$ cat src/rtl/meet_counter_ctrl.sv
// Purpose : up/down counter pair that starts at 0 / load_val_i and steps toward each
//           other until the two counters meet (even load) or cross (odd load).
// Latency : with every cycle stepping, done_o rises ceil(L/2)+2 cycles after the start edge.
// Backpressure: step_en_i stalls stepping in RUN; start_i is ignored unless idle;
//           abort_i cancels a run.
// Ports:
//   clk, rst_n          clock and asynchronous active-low reset
//   start_i, load_val_i run request and initial down-count (sampled in IDLE)
//   step_en_i, abort_i  step qualifier and run cancel
//   div_val_i           step prescale, present only when STEP_DIV_EN is defined
//   count_up_o, count_down_o, step_cnt_o  counter state
//   busy_o, done_o, meet_o, crossed_o     status (meet/crossed sticky until next start)
// Configuration macro: STEP_DIV_EN adds the div_val_i port and the step prescaler.
module meet_counter_ctrl #(
    parameter int WIDTH = 8,
    parameter int DIV_W = 4
) (
    input  logic             clk,
    input  logic             rst_n,
    input  logic             start_i,
    input  logic [WIDTH-1:0] load_val_i,
    input  logic             step_en_i,
    input  logic             abort_i,
`ifdef STEP_DIV_EN
    input  logic [DIV_W-1:0] div_val_i,
`endif
    output logic [WIDTH-1:0] count_up_o,
    output logic [WIDTH-1:0] count_down_o,
    output logic [WIDTH-1:0] step_cnt_o,
    output logic             busy_o,
    output logic             done_o,
    output logic             meet_o,
    output logic             crossed_o
);

    typedef enum logic [1:0] {
        ST_IDLE = 2'b00,
        ST_RUN  = 2'b01,
        ST_DONE = 2'b10
    } state_e;

    // A prescaler narrower than one bit cannot hold a divide value.
    if (DIV_W < 1) begin : g_div_w_too_small
    end

    state_e           state_q;
    logic [WIDTH-1:0] count_up_q;
    logic [WIDTH-1:0] count_down_q;
    logic [WIDTH-1:0] step_cnt_q;
    logic             busy_q;
    logic             done_q;
    logic             meet_q;
    logic             crossed_q;
    logic             converged;

    // Unsigned compare on the registered counters; once true no further step is taken,
    // so neither counter can wrap.
    assign converged = (count_up_q >= count_down_q);

`ifdef STEP_DIV_EN
    logic [DIV_W-1:0] presc_q;
    logic             step_ok;

    // A step qualifies on the step_en cycle where the prescaler has reached div_val_i.
    assign step_ok = (presc_q == div_val_i);
`endif

    always_ff @(posedge clk or negedge rst_n) begin
        if (!rst_n) begin
            state_q      <= ST_IDLE;
            count_up_q   <= '0;
            count_down_q <= '0;
            step_cnt_q   <= '0;
            busy_q       <= 1'b0;
            done_q       <= 1'b0;
            meet_q       <= 1'b0;
            crossed_q    <= 1'b0;
`ifdef STEP_DIV_EN
            presc_q      <= '0;
`endif
        end else begin
            // done is the registered image of the DONE state: one cycle, after DONE.
            done_q <= (state_q == ST_DONE);

            case (state_q)
                ST_IDLE: begin
                    if (start_i) begin
                        count_up_q   <= '0;
                        count_down_q <= load_val_i;
                        step_cnt_q   <= '0;
                        meet_q       <= 1'b0;
                        crossed_q    <= 1'b0;
                        busy_q       <= 1'b1;
                        state_q      <= ST_RUN;
`ifdef STEP_DIV_EN
                        presc_q      <= '0;
`endif
                    end
                end

                ST_RUN: begin
                    if (abort_i) begin
                        // Counters hold their partial values; meet/crossed stay cleared.
                        busy_q  <= 1'b0;
                        state_q <= ST_IDLE;
`ifdef STEP_DIV_EN
                        presc_q <= '0;
`endif
                    end else if (converged) begin
                        meet_q    <= (count_up_q == count_down_q);
                        crossed_q <= (count_up_q > count_down_q);
                        busy_q    <= 1'b0;
                        state_q   <= ST_DONE;
                    end else if (step_en_i) begin
`ifdef STEP_DIV_EN
                        if (step_ok) begin
                            count_up_q   <= count_up_q + 1'b1;
                            count_down_q <= count_down_q - 1'b1;
                            step_cnt_q   <= step_cnt_q + 1'b1;
                            presc_q      <= '0;
                        end else begin
                            presc_q      <= presc_q + 1'b1;
                        end
`else
                        count_up_q   <= count_up_q + 1'b1;
                        count_down_q <= count_down_q - 1'b1;
                        step_cnt_q   <= step_cnt_q + 1'b1;
`endif
                    end
                end

                ST_DONE: begin
                    state_q <= ST_IDLE;
                end

                default: begin
                    busy_q  <= 1'b0;
                    state_q <= ST_IDLE;
                end
            endcase
        end
    end

    assign count_up_o   = count_up_q;
    assign count_down_o = count_down_q;
    assign step_cnt_o   = step_cnt_q;
    assign busy_o       = busy_q;
    assign done_o       = done_q;
    assign meet_o       = meet_q;
    assign crossed_o    = crossed_q;

endmodule

$ cat config.mk
export PLATFORM = sky130hd
export DESIGN_NAME = meet_counter_ctrl
export DESIGN_NICKNAME = d
export VERILOG_FILES = /design/src/rtl/meet_counter_ctrl.sv
export SDC_FILE = /design/constraint.sdc
export NUM_CORES = 1
export LEC_CHECK = 0
export CAP_MARGIN = 20
export CORE_MARGIN = 10
export CORE_UTILIZATION = 45
export CTS_BUF_LIST = sky130_fd_sc_hd__clkbuf_4 sky130_fd_sc_hd__clkbuf_8 sky130_fd_sc_hd__clkbuf_16
export DETAILED_ROUTE_END_ITERATION = 10
export DONT_BUFFER_PORTS = 1
export PLACE_DENSITY = 0.58
export SLEW_MARGIN = 20
export SYNTH_ARGS = -nofsm -noshare
export SYNTH_HDL_FRONTEND = slang
export SYNTH_SLANG_ARGS = --single-unit
$ cat constraint.sdc
create_clock -name clk -period 2.5 [get_ports clk]
set_input_delay 0.25 -clock clk [delete_from_list [all_inputs] [get_ports clk]]
set_output_delay 0.25 -clock clk [all_outputs]
set_load 0.03 [all_outputs]
==> summary.txt, run 1 <==
actual slew at the worst max-slew pin: 0.5768 ns
Async SR Flop Fraction: 1.000
n_diodes: 0
switch share: 0.4330
Fmax achieved: 0.4534 GHz
Post-CTS Hold Fix Bufs: 2
via count: 1564
Core Area: 3716 µm²
DRT iter0 DRCs: 131
vias in the first global route: 1429
final wirelength: 4.508 mm
Clock Pin Slew Worst Setup and Hold Paths: 0.06 ns
status: finished, final reports clean
Worst Setup SP: count_down_o[0]
final hold violation count: 0
GRT overflow: 0
worst r2r src: count_down_o[0]
period utilization: 0.8823
WP data required: 2.66 ns
Critical Path Start Type: register
clock network power share: 0.225
number of setup buffers added after CTS: 0
Crit path arrival time: 2.37 ns
share of layout cells above drive strength 1: 0.1538
endpoints failing setup: 0
max-cap violation count: 0
worst hold-check path type: in2reg
predominant post-synthesis flop cell: dfrtp_1
pin count of the biggest net entering global routing: 32
Slew HR: 0.6125
Area contributors post-synth: dfrtp_1 43%, ha_1 7.8%, o21ai_0 7.1%
initial antenna violation count: 0
post-synth cell types: 35
vias per cell: 5.814
drt drc: 0
final instance area: 2059 µm²
Slew Viols, Final: 0
sequential fraction of design power: 0.333
Row Count: 22
die footprint: 6806 µm²
Die Span Y: 82.50 µm
critical path class: reg2reg
Max VDD drop: 0.5369 mV
top cell type's share of synthesized area: 0.4270
Avg Cell Area, Syn: 8.703 µm²
R2R Path End: meet_o
Worst Clk Skew: 0.009691 ns
leakage: 0.9620 nW
synthesized net count: 226
reg2reg path depth: 7
DR WL/cell: 16.76 µm
most common cell after layout, fill and taps aside: dfrtp_1
RSZ-0062 raised after global routing: false
starting density of the core: 0.4731
Post-Syn Area: 1758 µm²
Layout Nets: 245
part of the Yosys area used for sequential elements: 0.4270
Detailed Routing Iterations Pass 1: 4
most frequent cells in the layout: 30 x dfrtp_1, 25 x o21ai_0, 20 x nor2_1, 19 x buf_4, 14 x a21oi_1
CTS max path bufs: 2
Synth Warn #: 0
worst-path fanout max: 3
Critical Path Sink: meet_o
Yosys top cell by area: dfrtp_1
first-pass GRT wire length: 7.293 mm
Root Buffer: clkbuf_8
power density over the cells: 1079 nW/µm²
PortBufs: 0
Post-synth EDFFs: 0
Area Overhead vs Synth: 17.15%
sw power: 0.0009623 W
register bit total from synthesis: 30
Fin Setup TNS: 0 ns
crit path time final: 2.206 ns
clock tree from TritonCTS: built
clock latency on the worst-skew pair: 0.28 ns
Total GRT Usage: 0.1369
Mapped Cells: 202
placed cell area: 1917 µm²
DRT antenna net count: 0
reg-to-reg slack, setup: 0.29 ns
filler cell count: 348
chip width: 82.50 µm
# resized after CTS: 0
htree depth: 2
I/O Pins: 41
Combinational Power Share: 0.442
CTS Sinks: 30
Internal: 0.001260 W
RD Place Congestion: 0.8408
HPWL after DPL: 3.323 mm
Setup crit end kind: register
TritonCTS Buffers: 5
## per-stage QoR
step / cells / utilization / total power (W) / hold slack (ns) / worst slack, ns
after floorplan: 202 / - / 0.001430 / -0.04559 / 0.2973
after global placement: 260 / 0.5158 / 0.001686 / -0.04442 / 0.3890
after detailed placement: 260 / 0.5158 / 0.001717 / -0.04433 / 0.3374
after CTS: 269 / 0.5542 / 0.002236 / 0.03095 / 0.2901
after global routing: 269 / 0.5542 / 0.002393 / 0.03462 / 0.1514
final: 269 / 0.5542 / 0.002222 / 0.03618 / 0.2943
## power groups by stage
stage | Sequential [W] | Clock, W | Combinational (W)
floorplan | 0.000890 | 0 | 0.000540
global placement | 0.000748 | 0 | 0.000939
detailed placement | 0.000750 | 0 | 0.000967
CTS | 0.000741 | 0.000509 | 0.000987
global route | 0.000758 | 0.000534 | 0.00110
finish | 0.000740 | 0.000500 | 0.000982
## synth_stat cells, drive strengths merged (2+ instances only)
cell type and number:
a21oi 14, a221oi 2, a31oi 6, and3 7, buf 3, clkbuf 6
dfrtp 30, ha 11, inv 11, mux2 2, nand2 11, nand2b 11
nand3 7, nand4 2, nor2 20, nor2b 2, nor3 5, o21ai 36
o22ai 2, o31ai 4
## per-layer routing
metal	vias up	track usage	part of all wire
li1	758	-	-
met3	2	0.07235	0.11
met2	57	0.1967	0.46
met4	0	0.04181	0.0042
met1	747	0.1736	0.43
met5	-	0	0
## cell type report
type	count	area (µm²)	area share
Clock buffer	6	82.58	0.04010
Clock inverter	1	30.03	0.01458
Sequential cell	30	750.7	0.3645
Inverter	11	41.29	0.02005
Timing Repair Buffer	21	172.7	0.08384
Multi-Input combinational cell	152	922.1	0.4478
Tap cell	48	60.06	0.02916
## critical path, cell delays in order (launching register included)
cell and delay (ns):
dfrtp_1 0.51, ha_1 0.34, nand4_1 0.15, nand2_1 0.11
o21ba_2 0.13, nor2_1 0.06, a221oi_1 0.39, mux2_2 0.39
## registers in the layout, summed over array words and instances (netlist names)
name / count
busy_o: 1
count_down_o: 8
count_up_o: 8
crossed_o: 1
done_o: 1
meet_o: 1
state_q: 2
step_cnt_o: 8
## how the worst min path moves through the flow
stage | startpoint | endpoint | slack [ns] | cells after the start
6_report | abort_i | state_q[1] | 0.04 | 1
2_1_floorplan | rst_n | busy_o | -0.05 | 0
3_5_place_dp | rst_n | step_cnt_o[7] | -0.04 | 0
5_1_grt | abort_i | state_q[1] | 0.03 | 1
4_1_cts | abort_i | state_q[1] | 0.03 | 1
3_3_place_gp | rst_n | step_cnt_o[7] | -0.04 | 0
## kinds of logic after synthesis
| family | after synthesis | synth area share |
|---|---|---|
| simple gates | 69 | 0.2021 |
| fa+ha+maj | 11 | 0.07829 |
| mux | 2 | 0.01281 |
| compound gates | 70 | 0.2313 |
| buf+inv | 20 | 0.04840 |
| flops | 30 | 0.4270 |
Note: power is estimated with default switching activity, not from simulation.
==> inputs of run 2 (changes only) <==
--- a/config.mk
+++ b/config.mk
@@ -9,6 +9,7 @@
 export CORE_MARGIN = 10
 export CORE_UTILIZATION = 45
 export CTS_BUF_LIST = sky130_fd_sc_hd__clkbuf_4 sky130_fd_sc_hd__clkbuf_8 sky130_fd_sc_hd__clkbuf_16
+export CTS_CLUSTER_SIZE = 16
 export DETAILED_ROUTE_END_ITERATION = 10
 export DONT_BUFFER_PORTS = 1
 export PLACE_DENSITY = 0.58
==> results of run 2 <==
The final DEF is identical to that of run 1; final timing and power are the same.
